### config.mk
export PLATFORM = sky130hd
export DESIGN_NAME = alu_issue_stage
export DESIGN_NICKNAME = d
export VERILOG_FILES = /design/src/rtl/alu_issue_stage.sv
export SDC_FILE = /design/constraint.sdc
export NUM_CORES = 1
export LEC_CHECK = 0
export CAP_MARGIN = 5
export CORE_UTILIZATION = 40
export CTS_CLUSTER_DIAMETER = 80
export DETAILED_ROUTE_END_ITERATION = 8
export PLACE_DENSITY = 0.67
export SLEW_MARGIN = 40
export SYNTH_ARGS = -nofsm -noshare
export SYNTH_HDL_FRONTEND = slang
export SYNTH_SLANG_ARGS = --single-unit
### constraint.sdc
create_clock -name clk -period 22.8 [get_ports clk]
set_input_delay 6.84 -clock clk [delete_from_list [all_inputs] [get_ports clk]]
set_output_delay 6.84 -clock clk [all_outputs]
set_load 0.03 [all_outputs]
### src/rtl/alu_issue_stage.sv
// Decode/issue stage: decodes an RV32 instruction into ALU operands and
// operation code, and hands it to execute through a valid/ready interface
// backed by an output register plus one skid register.
module alu_issue_stage #(
  parameter int unsigned XLEN = 32
) (
  input  logic            clk,
  input  logic            rst,
  input  logic            flush,
  input  logic            in_valid,
  output logic            in_ready,
  input  logic [31:0]     in_instr,
  input  logic [XLEN-1:0] in_pc,
  input  logic [XLEN-1:0] in_rs1_data,
  input  logic [XLEN-1:0] in_rs2_data,
  output logic            out_valid,
  input  logic            out_ready,
  output logic [XLEN-1:0] out_op1,
  output logic [XLEN-1:0] out_op2,
  output logic [3:0]      out_alu_op,
  output logic            out_illegal,
  output logic [XLEN-1:0] out_pc
);

  typedef enum logic [3:0] {
    ALU_AND  = 4'b0000,
    ALU_OR   = 4'b0001,
    ALU_ADD  = 4'b0010,
    ALU_SUB  = 4'b0110,
    ALU_SLTU = 4'b0111,
    ALU_SLL  = 4'b1100,
    ALU_SRL  = 4'b1101,
    ALU_SRA  = 4'b1110
  } alu_op_e;

  typedef struct packed {
    logic [XLEN-1:0] op1;
    logic [XLEN-1:0] op2;
    logic [XLEN-1:0] pc;
    alu_op_e         op;
    logic            illegal;
  } entry_t;

  localparam logic [6:0] OPC_OP     = 7'b0110011;
  localparam logic [6:0] OPC_OP_IMM = 7'b0010011;
  localparam logic [6:0] OPC_LOAD   = 7'b0000011;
  localparam logic [6:0] OPC_STORE  = 7'b0100011;
  localparam logic [6:0] OPC_BRANCH = 7'b1100011;
  localparam logic [6:0] OPC_LUI    = 7'b0110111;
  localparam logic [6:0] OPC_AUIPC  = 7'b0010111;
  localparam logic [6:0] OPC_JAL    = 7'b1101111;
  localparam logic [6:0] OPC_JALR   = 7'b1100111;

  logic [6:0]      opcode;
  logic [2:0]      funct3;
  logic            alt;
  logic [XLEN-1:0] imm_i, imm_s, imm_u, shamt;
  entry_t          dec;

  entry_t out_q, out_d, skid_q, skid_d;
  logic   out_valid_q, out_valid_d, skid_valid_q, skid_valid_d;

  assign opcode = in_instr[6:0];
  assign funct3 = in_instr[14:12];
  assign alt    = in_instr[30];
  assign imm_i  = {{20{in_instr[31]}}, in_instr[31:20]};
  assign imm_s  = {{20{in_instr[31]}}, in_instr[31:25], in_instr[11:7]};
  assign imm_u  = {in_instr[31:12], 12'b0};
  assign shamt  = {27'b0, in_instr[24:20]};

  // Decode the incoming instruction into operands and ALU operation.
  always_comb begin
    dec         = '0;
    dec.pc      = in_pc;
    dec.op      = ALU_ADD;
    dec.illegal = 1'b0;
    unique case (opcode)
      OPC_OP, OPC_OP_IMM: begin
        dec.op1 = in_rs1_data;
        dec.op2 = (opcode == OPC_OP) ? in_rs2_data : imm_i;
        unique case (funct3)
          3'b000: dec.op = (opcode == OPC_OP && alt) ? ALU_SUB : ALU_ADD;
          3'b111: dec.op = ALU_AND;
          3'b110: dec.op = ALU_OR;
          3'b011: dec.op = ALU_SLTU;
          3'b001: dec.op = ALU_SLL;
          3'b101: dec.op = alt ? ALU_SRA : ALU_SRL;
          default: dec.illegal = 1'b1;
        endcase
        if (opcode == OPC_OP_IMM && (funct3 == 3'b001 || funct3 == 3'b101))
          dec.op2 = shamt;
      end
      OPC_LOAD: begin
        dec.op1 = in_rs1_data;
        dec.op2 = imm_i;
      end
      OPC_STORE: begin
        dec.op1 = in_rs1_data;
        dec.op2 = imm_s;
      end
      OPC_BRANCH: begin
        dec.op  = ALU_SUB;
        dec.op1 = in_rs1_data;
        dec.op2 = in_rs2_data;
        if (funct3[2:1] != 2'b00) dec.illegal = 1'b1;
      end
      OPC_LUI: begin
        dec.op2 = imm_u;
      end
      OPC_AUIPC: begin
        dec.op1 = in_pc;
        dec.op2 = imm_u;
      end
      OPC_JAL, OPC_JALR: begin
        dec.op1 = in_pc;
        dec.op2 = XLEN'(4);
      end
      default: dec.illegal = 1'b1;
    endcase
    if (dec.illegal) begin
      dec.op  = ALU_AND;
      dec.op1 = '0;
      dec.op2 = '0;
    end
  end

  // Output/skid buffer next state: skid refills the output before new input,
  // and new input only lands in the skid while the output is stalled.
  always_comb begin
    out_d        = out_q;
    out_valid_d  = out_valid_q;
    skid_d       = skid_q;
    skid_valid_d = skid_valid_q;
    if (flush) begin
      out_valid_d  = 1'b0;
      skid_valid_d = 1'b0;
    end else if (!out_valid_q || out_ready) begin
      if (skid_valid_q) begin
        out_d        = skid_q;
        out_valid_d  = 1'b1;
        skid_valid_d = 1'b0;
      end else if (in_valid) begin
        out_d       = dec;
        out_valid_d = 1'b1;
      end else begin
        out_valid_d = 1'b0;
      end
    end else if (in_valid && !skid_valid_q) begin
      skid_d       = dec;
      skid_valid_d = 1'b1;
    end
  end

  // State registers with asynchronous reset.
  always_ff @(posedge clk or posedge rst) begin
    if (rst) begin
      out_q        <= '0;
      out_valid_q  <= 1'b0;
      skid_q       <= '0;
      skid_valid_q <= 1'b0;
    end else begin
      out_q        <= out_d;
      out_valid_q  <= out_valid_d;
      skid_q       <= skid_d;
      skid_valid_q <= skid_valid_d;
    end
  end

  assign in_ready    = !skid_valid_q;
  assign out_valid   = out_valid_q;
  assign out_op1     = out_q.op1;
  assign out_op2     = out_q.op2;
  assign out_alu_op  = out_q.op;
  assign out_illegal = out_q.illegal;
  assign out_pc      = out_q.pc;

endmodule

Word level (Yosys, flattened, before mapping)
Index checks and enable logic that the tools add are counted.

Output and inout port bits: 103. Input port bits: 133. Flip-flop bits (word level): 204.

Equality and inequality tests: 14. Reductions and logical operators: 21. Muxes and demuxes: 22. Bitwise operators: 2.

Operator list (count): $mux 101 (2); $pmux 32 s6 (1); $mux 32 (2); $mux 64 (1); $pmux 32 s2 (1); $pmux 4 s6 (1); $eq 7x6->1 const B (3); $eq 7x7->1 const B (3); $eq 7x5->1 const B (2); $reduce_or 6->1 (2); $eq 3x3->1 const B (3); $mux 1 (9); $pmux 4 s2 (1); $eq 7x2->1 const B (1); $reduce_and 3->1 (2); $reduce_bool 2->1 (3); $reduce_or 2->1 (3); $reduce_or 5->1 (1); $mux 4 (1); $eq 3x1->1 const B (1); $eq 3x2->1 const B (1); $logic_and 1x1->1 (3); $logic_not 3->1 (1); $mux 3 (1); other kinds (7) (10).

Depth between registers and ports, before layout
Gate-level depths: netlist of the first run.

Depth after elaboration: 8. Mapped depth: 8. Gate-level depth less buffers: 5.

Worst setup path after synthesis of the first run
OpenSTA, ideal clock, no wires.

Kind: input -> register. From: input port in_instr[4]. To: register skid_q[67] in the netlist's numbering. Setup slack: 14.298 ns. Arrival time: 8.419 ns. Stages: 6. Data required time: 22.717 ns. Buffers on the path: 2. Cell sequence: buf_2 > or4_1 > a211oi_4 > nand2b_1 > clkbuf_1 > o21ai_0.

Cells in the longest elaborated chain, start to end: 5. Elaborated cells on any way between the ends: 19. Classes of those cells: 9 x eq/ne; 5 x mux; 5 x reduce/logical.

RTL lines: start, declared (RTL line 12) `input logic [31:0] in_instr,`; $eq 7x6->1 or $eq 7x5->1 (tied branches) (RTL line 77, 80, 90); $mux 32 or $logic_and 1x1->1 (tied branches) (RTL line 80, 90); $mux 32 (RTL line 90) `if (opcode == OPC_OP_IMM && (funct3 == 3'b001 || funct3 == 3'b101))`; $pmux 32 s6 (RTL line 77) `unique case (opcode)`; $mux 64 * (RTL line 120) `if (dec.illegal) begin`; end signal, assigned (RTL line 164) `skid_q <= skid_d;`; end, declared (RTL line 60) `entry_t out_q, out_d, skid_q, skid_d;`.

Mark *: on every way between the ends. The rest lies on a longest branch, timed or not. A chain may end at the register's enable or synchronous reset.

Final worst setup path of the first run
From: input port in_instr[4]. To: register skid_q[87] in the netlist's numbering.

Cells in the longest elaborated chain, start to end: 4. Elaborated cells on any way between the ends: 16. Classes of those cells: 9 x eq/ne; 3 x mux; 4 x reduce/logical.

RTL lines (RTL line): $eq 7x7->1, or another cell as far along (77); $reduce_or 6->1 (no line), or another cell as far along; $pmux 1 s3 or $pmux 32 s2 (tied branches) (77); $mux 64 * (120).

Marked as above.

==> results of run 1 <==
-- critical path, delay by kind of cell --
family / cells / cell delay, ns
and+or+nand+nor: 2 / 1.28
buffers and inverters: 3 / 1.21
AOI/OAI and AO/OA: 3 / 0.80
-- cells by family after synthesis --
logic type | after synthesis | share of synthesized area (%)
xor gates and xnor gates | 2 | 0.188
muxes | 69 | 7.82
AOI/OAI and AO/OA | 332 | 21.5
and+or+nand+nor | 247 | 11.3
DFF | 204 | 54.6
buffers and inverters | 109 | 4.53
-- per-layer routing --
| layer | part of all wire (%) | track usage [%] | up-vias |
|---|---|---|---|
| met1 | 45 | 33.2 | 3950 |
| met3 | 6.3 | 3.75 | 40 |
| met2 | 47 | 36.2 | 325 |
| met5 | 0 | 0 | - |
| met4 | 2.2 | 6.60 | 0 |
| li1 | - | - | 3829 |
-- cells in the mapped netlist (2+ instances only) --
cell type and n:
nand2_1 120, a32o_1 5, and3_1 22, nor2b_1 3, xnor2_1 2, buf_2 11
nand2b_1 6, buf_1 5, nand3_1 11, inv_1 22, clkbuf_1 69, mux2_2 32
a211oi_1 2, o21ai_0 105, o31ai_1 16, nor3_1 4, nor2_1 73, or4_1 2
mux2i_1 37, nor4_1 2, o22ai_1 44, a311oi_1 20, o21ai_1 13, a21oi_1 77
dfrtp_1 204, a22oi_1 36
-- power by group through the flow --
stage	combinational (mW)	clock, mW	sequential (mW)
2_1_floorplan	0.0620	0	0.465
3_3_place_gp	0.192	0	0.426
3_5_place_dp	0.194	0	0.427
4_1_cts	0.195	0.374	0.420
5_1_grt	0.208	0.389	0.425
6_report	0.194	0.367	0.420
-- state kept, by name (all words and copies together), names as in the netlist --
register / flops
out_alu_op: 4
out_illegal: 1
out_op1: 32
out_op2: 32
out_pc: 32
out_valid: 1
skid_q: 101
skid_valid_q: 1
-- cell type report --
cell class                 count  area share (%)
tap                          313            3.07
timing repair buffer         249            19.7
clock inverter                 5           0.452
antenna                        1          0.0196
sequential                   204            40.1
inverter                      24           0.805
multi-input combinational    650            30.5
clock buffer                  35            5.42
-- how the worst min path moves through the flow --
stage	slack, ns	end
2_1_floorplan	0.44	skid_q[48]
3_3_place_gp	0.45	skid_q[48]
3_5_place_dp	0.46	skid_q[48]
4_1_cts	0.48	skid_q[52]
5_1_grt	0.49	skid_q[58]
6_report	0.47	skid_q[51]
-- through the flow --
step	hold slack [ns]	total power, mW	setup slack [ns]
2_1_floorplan	0.440	0.527	10.39
4_1_cts	0.475	0.990	13.06
5_1_grt	0.488	1.02	12.79
6_report	0.471	0.982	13.06
3_5_place_dp	0.463	0.621	12.54
3_3_place_gp	0.453	0.618	12.11
==> flow_summary.toml, run 1 <==
[status]
status = "finished clean"

[critical_path]
cpPeakStageDelay_ns = 0.91
r2r-end = "out_op2[18]"
rr_startpoint = "skid_valid_q"
cp-start-kind = "input port"
path_cells = "clkdlybuf4s50_1, nand2b_1, or4_2, o21ai_4, buf_16, buf_8, a22oi_1, o21ai_0"
cpMaxStageDelayCell = "or4_2"
endpoint = "skid_q[87]"
critPathArrivalTime_ns = 10.16
crit_type = "input port to flip-flop"
r2r_cells = 6
rrSetupSlack_ns = 19.62
cp_max_fo = 21
cp-end-kind = "flip-flop"
crit_path_start = "in_instr[4]"
crit_required_ns = 23.22

[final_layout]
regArea_sq_um = 5110
multi_input_area_sq_um = 3880
drive_gt1_share_pct = 8.23
layout_commonest_cell = "clkdlybuf4s50_1"
syn2layout_area_growth_pct = 36.4
fin_area_sq_um = 12700
final_nets = 1285
stdcell_count = 1481
final_cell_mix = "clkdlybuf4s50_1, dfrtp_1, nand2_1"
final_util_pct = 56.0
fillCellCount = 2004

[synthesis]
synth_nets = 1096
synth.top_cell.area_share_pct = 54.6
synth_cell_types = 46
synth_area_leaders = "dfrtp_1, o21ai_0, nand2_1"
yosys.area.top_type = "dfrtp_1"
synth-seq-area-share_pct = 54.6
synth-seq-cells = 204
syn_area_sq_um = 9340
synth_cells = 963
synth.avg_cell_area_sq_um = 9.70
synth_flop_cell = "dfrtp_1"
synth_warnings = 0
async_flop_share_pct = 100
synth-edff-count = 0

[die]
core-area_sq_um = 22800
die_h_um = 155
start_util_pct = 41.0
ioPinCount = 236
die_x_um = 155
rows = 55
fp.dieArea_sq_um = 24000

[detailed_routing]
ant_nets = 0
dr.pass1.iters = 5
drc = 0
drtIter0Drc = 507
routed_via_density = 5.50
num_vias = 8144
routedWlPerCell_um = 18.9
drt_wl_total_um = 27900

[clock_network]
cts_buffer_depth = 3
clockRootBuffer = "clkbuf_16"
cts_resized = 0
cts_buffers = 23
hold_buffers = 0
cts.sinks = 204
worstSkewPairLatency_ns = 0.51
htree_levels = 1
postCtsSetupRepairBufs = 0
clkTransAtPathRegs_ns = 0.06
cts_tree = "done"

[timing]
relSlewSlack_pct = 44.3
slew_violations = 0
hold_viol = 0
finalCriticalPeriod_ns = 9.74
finalSetupViolations = 0
rsz0062_at_grt = "false"
fin_skew_ns = 0.00981
fmax_ghz = 0.103
final.period_utilization_pct = 42.7
worstMarginPinSlew_ns = 0.836
fin_setup_tns_ns = 0

[global_route]
grt_start_max_net_pins = 125
grt_pass1_vias = 7962
antenna_found_initial = 1
grt_usage_pct = 23.2
grt_pass1_wl_um = 44200
grt.overflow.total = 0

[place]
dp.cells = 1439
gp_congestion = 0.890
place_area_sq_um = 12000
portBuffers = 235
hpwl_um = 17600

[pwr]
internal-power_mw = 0.707
p_seq_share_pct = 42.8
power.density_nw_per_um2 = 77.0
p_clk_share_pct = 37.4
power_switching_mw = 0.275
power.share.combinational_pct = 19.8
ir_worst_vdd_uv = 52.4
switching_share_pct = 28.0
leakagePower_nw = 5.30

[worst_hold_path]
min_path_cells = 2
worstHoldStart = "skid_q[51]"
hp-class = "flip-flop to flip-flop"

[flow_run]
maxCapViolCount = 0
No activity file was read; power rests on OpenSTA's default activity.
==> inputs of run 2 (changes only) <==
- clock period: 22.8 -> 9.9 ns (I/O delays scaled with it)
==> run 2 against run 1 <==
  * Worst hold slack got worse by 0.0013 ns
  * Non-clock buffer count is 1 lower
  * Combinational power rose by 130%
  * Register-to-register slack worse by 13 ns
  * Die area stayed put
  * Largest cell class unchanged
  * Cell area fell by 0.69%
  * Final cell count decreased by 0.20%
==> flow_summary.toml, run 2 (same netlist as run 1, synthesis figures left out) <==
[timing]
final.period_utilization_pct = 59.9
finalSetupViolations = 0
fmax_ghz = 0.169
rsz0062_at_grt = "false"
hold_viol = 0
finalCriticalPeriod_ns = 5.93
fin_setup_tns_ns = 0
worstMarginPinSlew_ns = 0.871
relSlewSlack_pct = 41.9
fin_skew_ns = 0.0149
slew_violations = 0

[detailed_routing]
routedWlPerCell_um = 18.9
num_vias = 8156
drt_wl_total_um = 27900
dr.pass1.iters = 5
drc = 0
drtIter0Drc = 558
ant_nets = 0
routed_via_density = 5.52

[pwr]
leakagePower_nw = 5.25
power.total_mw = 2.22
power.density_nw_per_um2 = 175
p_seq_share_pct = 43.7
power_switching_mw = 0.623
p_clk_share_pct = 36.2
power.share.combinational_pct = 20.1
internal-power_mw = 1.60
ir_worst_vdd_uv = 116
switching_share_pct = 28.1

[critical_path]
cp-end-kind = "flip-flop"
path_cells = "clkdlybuf4s50_1, nand2b_1, or4_2, o21ai_4, buf_8, buf_8, a22oi_1, o21ai_0"
rrSetupSlack_ns = 6.61
rr_startpoint = "skid_valid_q"
r2r-end = "out_op1[8]"
cpPeakStageDelay_ns = 0.90
crit_family = "simple AND/OR/NAND/NOR gates"
critPathBufInv = 3
crit_required_ns = 10.29
crit_type = "input port to flip-flop"
cpMostUsedCell = "buf_8"
critPathArrivalTime_ns = 6.33
r2r_cells = 6
cp_max_fo = 21
cpMaxStageDelayCell = "or4_2"
cp-start-kind = "input port"

[die]
core-area_sq_um = 22800
rows = 55
start_util_pct = 41.0
fp.dieArea_sq_um = 24000
ioPinCount = 236
die_h_um = 155
die_x_um = 155

[place]
gp_congestion = 0.879
hpwl_um = 17600
dp.cells = 1439
portBuffers = 235

[global_route]
antenna_found_initial = 0
grt_start_max_net_pins = 152
grt_pass1_vias = 8024
grt_usage_pct = 23.4
grt_pass1_wl_um = 44500
grt.overflow.total = 0

[clock_network]
cts_resized = 0
htree_levels = 1
clkTransAtPathRegs_ns = 0.06
clockRootBuffer = "clkbuf_16"
cts_tree = "done"
hold_buffers = 0
cts_buffers = 22
cts.sinks = 204
cts_buffer_depth = 3
worstSkewPairLatency_ns = 0.50
postCtsSetupRepairBufs = 0

[final_layout]
final_nets = 1283
syn2layout_area_growth_pct = 35.5
fillCellCount = 2019
largest_reg_flops = 101
top_register = "skid_q"
layout_commonest_cell = "clkdlybuf4s50_1"
diodes = 0
drive_gt1_share_pct = 7.64
stdcell_count = 1478
multi_input_area_sq_um = 3880
final_cell_mix = "clkdlybuf4s50_1, dfrtp_1, nand2_1"
regArea_sq_um = 5110

[worst_hold_path]
worstHoldStart = "skid_q[39]"
hp-class = "flip-flop to flip-flop"
holdPathEnd = "skid_q[39]"
min_path_cells = 2

[flow_run]
maxCapViolCount = 0

[status]
status = "finished clean"
run 2: metal layers:
layer  wire length (um)  track usage (%)  part of all wire [%]  vias up
met5                  0                0                     0        -
met2              12700             36.0                    45      333
li1                   -                -                     -     3817
met3               2010             3.53                   7.2       48
met4                720             8.06                   2.6        0
met1              12500             33.6                    45     3958
run 2: worst max path at each step:
stage                      startpoint            end  slack (ns)  cells past startpoint
after floorplan                   rst  out_alu_op[0]        1.36                      1
after global placement    in_instr[6]    out_op1[28]        3.06                      6
after detailed placement  in_instr[4]    out_op1[27]        3.47                      8
after CTS                 in_instr[4]     skid_q[85]        3.94                      8
after global routing      in_instr[4]     skid_q[85]        3.75                      8
final                     in_instr[4]     skid_q[85]        3.97                      8
run 2: per-stage QoR:
step | cell area (sq um) | util, % | hold WS, ns | setup slack [ns]
2_1_floorplan | 9340 | - | 0.440 | 1.36
3_3_place_gp | 11900 | 52.2 | 0.453 | 3.06
3_5_place_dp | 12000 | 52.5 | 0.462 | 3.47
4_1_cts | 12700 | 55.5 | 0.474 | 3.94
5_1_grt | 12700 | 55.6 | 0.492 | 3.75
6_report | 12700 | 55.6 | 0.469 | 3.97
run 2: layout make-up:
cell class,count,area share [%]
flip-flops and latches,204,40.4
multi-input cells,650,30.7
repair buffers,248,19.6
clock buffers,36,5.17
well taps,313,3.09
inverters,24,0.840
clock inverters,3,0.316
run 2: worst register-to-register path: cells and delay by family (launching register included):
| kind | cells | cell delay [ns] |
|---|---|---|
| AND/OR/NAND/NOR | 4 | 1.67 |
| flip-flops | 1 | 0.87 |
| buffers and inverters | 1 | 0.43 |
| AO/OA/AOI/OAI | 1 | 0.23 |
run 2: power by group through the flow:
stage               clock network, mW  logic [mW]  registers [mW]
global route                    0.853       0.479           0.979
detailed placement                  0       0.448           0.983
finish                          0.803       0.447           0.969
global placement                    0       0.442           0.980
CTS                             0.821       0.450           0.968
floorplan                           0       0.143            1.07
==> inputs of run 3 (changes only) <==
- clock period: 9.9 -> 6.1 ns (I/O delays scaled with it)
==> run 3 against run 2 <==
  * Flip-flop and latch count unchanged
  * Wire length decreased by 0.79%
  * First-iteration DRC count decreased by 12%
  * Core utilization increased by 0.45 points
  * Critical path depth unchanged
  * Critical endpoint is now out_op1[15]
  * Largest cell class unchanged
  * Highest routed layer unchanged
==> flow_summary.toml, run 3 (same netlist as run 1, synthesis figures left out) <==
[status]
status = "finished clean"

[final_layout]
final_nets = 1289
final_cell_mix = "clkdlybuf4s50_1, dfrtp_1, nand2_1"
drive_gt1_share_pct = 8.37
syn2layout_area_growth_pct = 36.6
diodes = 0
layout_commonest_cell = "clkdlybuf4s50_1"
top_register = "skid_q"
largest_reg_flops = 101
final_util_pct = 56.0

[pwr]
power.density_nw_per_um2 = 288
power.total_mw = 3.68
leakagePower_nw = 5.32
ir_worst_vdd_uv = 228

[die]
start_util_pct = 41.0
core-area_sq_um = 22800
die_x_um = 155
fp.dieArea_sq_um = 24000
die_h_um = 155
ioPinCount = 236
rows = 55

[clock_network]
cts.sinks = 204
hold_buffers = 0
htree_levels = 1
cts_buffers = 23
cts_tree = "done"
clkTransAtPathRegs_ns = 0.06
cts_buffer_depth = 3
clockRootBuffer = "clkbuf_16"
postCtsSetupRepairBufs = 0
cts_resized = 0
worstSkewPairLatency_ns = 0.51

[critical_path]
cp_max_fo = 36
cp-end-kind = "flip-flop"
crit_type = "input port to flip-flop"
critPathArrivalTime_ns = 4.69
cp-start-kind = "input port"
crit_required_ns = 6.53

[detailed_routing]
routed_via_density = 5.49
drt_wl_total_um = 27700
drc = 0
num_vias = 8151
dr.pass1.iters = 5
routedWlPerCell_um = 18.6
drtIter0Drc = 489
ant_nets = 0

[timing]
relSlewSlack_pct = 44.3
hold_viol = 0
rsz0062_at_grt = "false"
slew_violations = 0
finalCriticalPeriod_ns = 4.26
worstMarginPinSlew_ns = 0.835
finalSetupViolations = 0
layout_setup_ws_ns = 1.84
fin_setup_tns_ns = 0
final.period_utilization_pct = 69.9
fin_skew_ns = 0.0120
fmax_ghz = 0.235

[global_route]
grt.overflow.total = 0
antenna_found_initial = 0
grt_pass1_vias = 8056
grt_start_max_net_pins = 104
grt_usage_pct = 23.1
grt_pass1_wl_um = 44200

[place]
dp_slack_ns = 1.10
hpwl_um = 18000
gp_congestion = 0.861
portBuffers = 235

[worst_hold_path]
hp-class = "flip-flop to flip-flop"

[flow_run]
maxCapViolCount = 0
[run 3: layer usage]
| metal | global-route usage [%] | wire, um | vias up |
|---|---|---|---|
| met5 | 0 | 0 | - |
| met4 | 6.84 | 784 | 0 |
| met3 | 3.81 | 1630 | 48 |
| met2 | 35.9 | 12700 | 283 |
| met1 | 33.3 | 12500 | 3988 |
| li1 | - | - | 3832 |
[run 3: worst paths after layout]
path                         startpoint     endpoint  slack, ns  depth (start not counted)
setup / recovery            in_instr[6]  out_op1[15]       1.84                          8
hold / removal               skid_q[59]   skid_q[59]       0.47                          2
min in group asynchronous           rst   skid_q[30]       1.63                          2
hold reg to reg              skid_q[59]   skid_q[59]       0.47                          2
setup reg to reg           skid_valid_q  out_op1[15]       3.19                          6
max in group asynchronous           rst   skid_q[16]       3.56                          3
[run 3: power breakdown]
| group | switching (mW) | leakage (nW) | internal (mW) |
|---|---|---|---|
| clock | 0.566 | 0.364 | 0.810 |
| sequential | 0.0791 | 2.65 | 1.49 |
| combinational | 0.400 | 2.30 | 0.328 |
| total | 1.04 | 5.32 | 2.63 |
[run 3: through the flow]
step / area (sq um) / hold WS, ns / instances
floorplan: 9350 / 0.440 / 963
global placement: 11900 / 0.453 / 1442
detailed placement: 12000 / 0.462 / 1444
CTS: 12700 / 0.476 / 1484
global route: 12800 / 0.493 / 1484
finish: 12800 / 0.470 / 1484
[run 3: layout make-up]
class | instances | area, sq um
clock buffers | 33 | 673
clock inverters | 7 | 75.1
fillers | 2016 | 10000
inverters | 24 | 93.8
multi-input cells | 650 | 3880
flip-flops and latches | 204 | 5110
well taps | 313 | 392
repair buffers | 253 | 2540
[run 3: worst max-delay path: stages]
cell and delay, ns:
clkdlybuf4s50_1 0.45, buf_4 0.28, nand2_1 0.11, or4_1 0.54, a211oi_4 0.53, nand2_4 0.40, buf_4 0.35, o22ai_1 0.18
